**src/rtl/pio_in_debounce_irq.sv**
```systemverilog
// rtl/pio_in_debounce_irq.sv - Avalon-MM input PIO bank with synchronisers, debounce, edge capture and masked IRQ
module pio_in_debounce_irq #(
    parameter int WIDTH           = 10,
    parameter int SYNC_STAGES     = 2,
    parameter int DEBOUNCE_CYCLES = 16
) (
    input  logic             clk,
    input  logic             reset_n,
    input  logic [2:0]       address,
    input  logic             chipselect,
    input  logic             write_n,
    input  logic [31:0]      writedata,
    input  logic [WIDTH-1:0] in_port,
    output logic [31:0]      readdata,
    output logic             irq
);

    localparam int CW = (DEBOUNCE_CYCLES < 1) ? 1 : $clog2(DEBOUNCE_CYCLES + 1);

    logic [WIDTH-1:0] sync_q [SYNC_STAGES];
    logic [WIDTH-1:0] sync;
    logic [WIDTH-1:0] stable;
    logic [WIDTH-1:0] stable_d;
    logic [WIDTH-1:0] edge_capture;
    logic [WIDTH-1:0] irq_mask;
    logic [WIDTH-1:0] rise_en;
    logic [WIDTH-1:0] fall_en;
    logic [WIDTH-1:0] rise;
    logic [WIDTH-1:0] fall;
    logic [WIDTH-1:0] w1c;
    logic [31:0]      rd_next;
    logic             wr;

    always_ff @(posedge clk or negedge reset_n) begin
        if (!reset_n) begin
            for (int i = 0; i < SYNC_STAGES; i++) sync_q[i] <= '0;
        end else begin
            sync_q[0] <= in_port;
            for (int i = 1; i < SYNC_STAGES; i++) sync_q[i] <= sync_q[i-1];
        end
    end

    assign sync = sync_q[SYNC_STAGES-1];

    // Each bit has its own counter so a bouncing key never delays its neighbours.
    for (genvar b = 0; b < WIDTH; b++) begin : g_deb
        logic stable_b;
        assign stable[b] = stable_b;

        if (DEBOUNCE_CYCLES == 0) begin : g_bypass
            always_ff @(posedge clk or negedge reset_n) begin
                if (!reset_n) stable_b <= 1'b0;
                else          stable_b <= sync[b];
            end
        end else begin : g_filter
            logic [CW-1:0] cnt;
            always_ff @(posedge clk or negedge reset_n) begin
                if (!reset_n) begin
                    stable_b <= 1'b0;
                    cnt      <= '0;
                end else if (sync[b] == stable_b) begin
                    cnt <= '0;
                end else if (cnt == CW'(DEBOUNCE_CYCLES - 1)) begin
                    stable_b <= sync[b];
                    cnt      <= '0;
                end else begin
                    cnt <= cnt + 1'b1;
                end
            end
        end
    end

    if (WIDTH < 32) begin : g_unused
        logic unused_wd;
        assign unused_wd = ^writedata[31:WIDTH];
    end

    assign wr   = chipselect & ~write_n;
    assign rise = stable & ~stable_d & rise_en;
    assign fall = ~stable & stable_d & fall_en;
    assign w1c  = (wr && address == 3'd3) ? writedata[WIDTH-1:0] : '0;

    // New edges are OR-ed in after the clear so a same-cycle event is never lost.
    always_ff @(posedge clk or negedge reset_n) begin
        if (!reset_n) begin
            stable_d     <= '0;
            edge_capture <= '0;
            irq_mask     <= '0;
            rise_en      <= '1;
            fall_en      <= '1;
        end else begin
            stable_d     <= stable;
            edge_capture <= (edge_capture & ~w1c) | rise | fall;
            if (wr && address == 3'd2) irq_mask <= writedata[WIDTH-1:0];
            if (wr && address == 3'd4) rise_en  <= writedata[WIDTH-1:0];
            if (wr && address == 3'd5) fall_en  <= writedata[WIDTH-1:0];
        end
    end

    always_comb begin
        rd_next = '0;
        case (address)
            3'd0:    rd_next[WIDTH-1:0] = stable;
            3'd1:    rd_next[WIDTH-1:0] = sync;
            3'd2:    rd_next[WIDTH-1:0] = irq_mask;
            3'd3:    rd_next[WIDTH-1:0] = edge_capture;
            3'd4:    rd_next[WIDTH-1:0] = rise_en;
            3'd5:    rd_next[WIDTH-1:0] = fall_en;
            3'd6:    rd_next            = 32'(DEBOUNCE_CYCLES);
            default: rd_next            = '0;
        endcase
    end

    always_ff @(posedge clk or negedge reset_n) begin
        if (!reset_n) readdata <= '0;
        else          readdata <= rd_next;
    end

    assign irq = |(edge_capture & irq_mask);

endmodule

```
**config.mk**
```make
export PLATFORM = sky130hd
export DESIGN_NAME = pio_in_debounce_irq
export DESIGN_NICKNAME = d
export VERILOG_FILES = /design/src/rtl/pio_in_debounce_irq.sv
export SDC_FILE = /design/constraint.sdc
export NUM_CORES = 1
export LEC_CHECK = 0
export ABC_AREA = 1
export BUFFER_PORTS_ARGS = -buffer_cell sky130_fd_sc_hd__clkbuf_2
export CAP_MARGIN = 20
export CORE_MARGIN = 4
export CORE_UTILIZATION = 40
export CTS_CLUSTER_DIAMETER = 150
export DETAILED_ROUTE_END_ITERATION = 7
export MAX_ROUTING_LAYER = met4
export SYNTH_ARGS = -nofsm -noshare
export SYNTH_HDL_FRONTEND = slang
export SYNTH_SLANG_ARGS = --single-unit
```
**constraint.sdc**
```tcl
create_clock -name clk -period 1.48 [get_ports clk]
set_input_delay 0.148 -clock clk [delete_from_list [all_inputs] [get_ports clk]]
set_output_delay 0.148 -clock clk [all_outputs]
set_load 0.05 [all_outputs]
```
---- After elaboration in Yosys (flattened, before gate mapping) ----
Index checks and enable logic that the tools add are counted.
storage, ports and cells
  flip-flop bits (word level) ............. 140
  output and inout port bits .............. 33
  word-level logic and storage cells ...... 125
operators by class
  add/subtract/negate cells ............... 10
  equality and inequality tests ........... 26
  muxes and demuxes ....................... 22
  bitwise gates (word level) .............. 23
  reductions and logical operators ........ 16
operator list
  kind                                                  number
  2-to-1 mux 5 bit                                      20
  one-hot mux 10 bit (7 select lines)                   1
  AND 10 bit                                            6
  adder 5 x 1 -> 5 bit (second input constant)          10
  equality test 5 x 4 -> 1 bit (second input constant)  10
  inverter 10 bit                                       3
  OR 10 bit                                             2
  AND reduction 2 bit                                   10
  inverter 1 bit                                        11
  equality test 1 bit                                   10
  2-to-1 mux 10 bit                                     1
  OR reduction 10 bit                                   1
  equality test 3 bit (second input constant)           3
  equality test 3 x 2 -> 1 bit (second input constant)  2
  logical AND 1 bit                                     4
  equality test 3 x 1 -> 1 bit (second input constant)  1
  logical NOT 3 bit                                     1
  AND 1 bit                                             1

---- Depth between registers and ports, before layout ----
  depth in word-level cells ............... 8
  mapped depth ............................ 7
  gate-level depth less buffers ........... 7

---- Worst setup path after synthesis ----
No wires, ideal clock.
  path type ............................... reg2out
  from .................................... reg edge_capture[7]
  to ...................................... out irq
  data arrival time ....................... 900 ps
  setup slack ............................. 432 ps
  stages on the path, launching flop included .. 5
  buffers on the path ..................... 0
  path through ............................ dfrtp_1 -> nand2_1 -> nand3_1 -> a21oi_1 -> nand2_1
on the way
  cells in the longest elaborated chain, start to end .. 2
ends and longest elaborated chain
  element                 RTL line  RTL
  from (decl)             24        logic [WIDTH-1:0] edge_capture;
  from (signal assigned)  93        edge_capture <= (edge_capture & ~w1c) | rise | fall;
  AND 10 bit              119       assign irq = |(edge_capture & irq_mask);
  OR reduction 10 bit     119
  to (decl)               15        output logic irq
No other way between the ends.

---- Worst setup path in the final report ----
  from .................................... reg irq_mask[3]
  to ...................................... out irq
on the way
  cells in the longest elaborated chain, start to end .. 2
ends and longest elaborated chain
  element                 RTL line  RTL
  from (decl)             25        logic [WIDTH-1:0] irq_mask;
  from (signal assigned)  94        if (wr && address == 3'd2) irq_mask <= writedata[WIDTH-1:0];
  AND 10 bit              119
  OR reduction 10 bit     119
No other way between the ends.

==> metrics.cfg <==
[route]
ant_nets = 0
vias = 4555
wirelength_mm = 12.80
wl_per_cell_um = 12.93
remaining_drc_errors = 0
via_per_inst = 4.601
dr.pass1.iters = 4
drtIter0Drc = 217

[power]
power_switching_uw = 2656
pwr-share-comb_pct = 12.6
irDropWorstVdd_mv = 0.8009
clkPwrFrac_pct = 45.0
p_int_uw = 8023
swShare_pct = 24.87
p_leak_uw = 0.003714
p_per_area_nw_per_um2 = 1389
seq_power_share_pct = 42.4

[floorplan]
io_pins = 82
start_util_pct = 40.98
num_rows = 45
die_y_um = 133.0
coreArea_um2 = 15260
die-area_um2 = 17690
fp.dieW_um = 133.0

[sta]
fin_crit_sh_pct = 103.3
setup_violations = 1
maxSlewViolCount = 0
setup_slack_ns = -0.04901
fmax_ghz = 0.6540
rsz0062_at_grt = yes
final.min_clock_period_ns = 1.529
clock_skew_ns = 0.006799
hold_slack_ns = 0.1853
finalHoldViolCount = 0

[grt]
grt_pass1_wl_mm = 21.78
grt_pass1_vias = 4410
grt_antenna_before_repair = 0
overflow = 0
track_usage_pct = 16.03
grt_max_degree = 41

[placed_design]
port_buffers = 37
dpl.hpwl_mm = 8.823
gp_congestion = 0.8116
post-place-ws_ns = 0.1490

[critical_path]
start_kind = flop
worstPathMaxFanout = 3
cp-startpoint = irq_mask[3]
timing.rr.start = g_deb[9].g_filter.cnt[0]
path_class = flop to output pin
critPathCaptureType = output pin
cp_data_required_time_ns = 1.33
cp.arrival_ns = 1.38

[yosys]
synth.largest_area_cell = dfrtp_1
synth_edf_count = 0
syn_inst = 675
synth-async-reset-ratio_pct = 100.0
ys_ff_latch = 140
yosys-top-cells-area = dfrtp_1 (48%), nand2_1 (9.4%), dfstp_2 (8.4%)
avgSynthCellArea_um2 = 9.263
ys_warn_count = 0
synth_top_area_share_pct = 48.03
synth.distinct_cells = 27
synth_commonest_cells = nand2_1 (157), dfrtp_1 (120), nor2_1 (74), inv_1 (73), nand3_1 (44)
ys_seq_area_share_pct = 56.43
netlist_area_um2 = 6252
synth_most_common_cell = nand2_1
synth_flop_cell = dfrtp_1

[finish]
nets = 825
n_antenna_cell = 0
drive_above_1_share_pct = 18.49
area_growth_pct = 22.97
fin_util_pct = 50.39

[outcome]
failed_checks = setup timing
outcome = finished with violations

[clock_network]
cts.path.max_buffers = 2
cts.sinks = 140
clkTransAtPathRegs_ns = 0.05
clock_latency_ns = 0.42
htree_levels = 4
cts_buffers = 17
cts_tree = built
root_buffer = clkbuf_16

[job]
cap_violations = 0

[hold_path]
hp-class = input port to asynchronous set/reset pin

-- layer usage --
metal	track usage, %	share of wire, %
met1	20.96	46
met2	24.07	47
met3	4.487	4.9
met4	5.485	1.5
met5	-	0
-- registers in the layout (all words and copies together) (netlist names) --
signal / count
rise_en: 10
irq_mask: 10
fall_en: 10
g_deb.g_filter.cnt: 50
sync_q: 10
edge_capture: 10
g_deb.stable_b: 10
readdata: 10
sync: 10
stable_d: 10
-- per-stage QoR --
step / TNS (ns) / instance area (µm²) / std cells / total power [µW]
after floorplan: 0 / 6331 / 696 / 5394
after global placement: 0 / 6688 / 926 / 5705
after detailed placement: 0 / 6688 / 926 / 5748
after CTS: -0.07539 / 7686 / 990 / 10810
after global routing: -0.1315 / 7689 / 990 / 11170
final: -0.04901 / 7689 / 990 / 10680
-- critical path, cell delays in order, from the launching register on --
cell	delay, ns
dfrtp_1	0.39
nand2_1	0.09
nand3_1	0.08
nor2_1	0.13
nand2_2	0.09
clkbuf_16	0.18
-- power by group through the flow --
stage / clock network (µW) / logic, µW / registers [µW]
after floorplan: 0 / 742 / 4650
after global placement: 0 / 1120 / 4590
after detailed placement: 0 / 1140 / 4600
after CTS: 4930 / 1360 / 4520
after global routing: 5100 / 1500 / 4570
final: 4810 / 1350 / 4520
-- cell usage in the layout (no fill, tap or decap), types with 3 or more instances in the layout --
master         netlist  layout
clkbuf_2             0      35
ha_1                10      10
o21ai_1             19      19
xor2_1              10      10
inv_1               73      73
nand4_1             17      17
nand2b_1             9       9
xnor2_1             10      10
nor3b_1              9       9
buf_12               0       4
nand2_4              3       3
nor3_1              11      11
dlygate4sd3_1        0      21
conb_1               1      22
a21oi_1              9       8
dfstp_2             20      20
clkbuf_16            0      18
buf_4               24      26
dfrtp_1            120     120
nand2_1            157     155
nor2_4               5       5
nand3_1             44      43
o21ai_2             11      11
nor2_1              74      74
bufinv_16            0       6
o21ai_0             22      22
-- cell type report --
cell class                      instances  area, µm²
Multi-Input combinational cell        444       2243
Inverter                               75      281.5
Tap cell                              211      264.0
Clock buffer                           21      460.4
Fill cell                            1395       7570
Clock inverter                         11      214.0
Timing Repair Buffer                   88      696.9
Sequential cell                       140       3528
-- kinds of logic (layout without fill, tap and decap cells) --
logic type | count (synthesis) | count (layout) | share of synthesized area (%)
DFF | 140 | 140 | 56.43
other | 1 | 22 | 0.05998
AOI/OAI and AO/OA | 61 | 61 | 5.543
xor gates and xnor gates | 20 | 20 | 2.802
buffers and inverters | 112 | 195 | 9.165
adders and majority gates | 10 | 10 | 2.001
and+or+nand+nor | 331 | 331 | 23.99
-- what timing repair did --
item,4_1_cts,5_1_grt
resized for setup,6,1
endpoints found under the setup margin,1,1
pin swaps,6,1
buffers inserted,11,0
hold buffers,21,0
hold endpoints to repair,147,0
-- worst paths after layout --
| path | to | slack, ns | cells past startpoint |
|---|---|---|---|
| worst max-delay path | irq | -0.05 | 5 |
| worst min-delay path | g_deb[3].g_filter.cnt[1] | 0.19 | 2 |
| worst max register to register | g_deb[9].g_filter.cnt[0] | 0.28 | 6 |
| worst min register to register | sync[9] | 0.34 | 0 |
| max in group asynchronous | fall_en[6] | 0.69 | 3 |
| min in group clk | rise_en[5] | 0.21 | 5 |
Note: power is estimated with default switching activity, not from simulation.
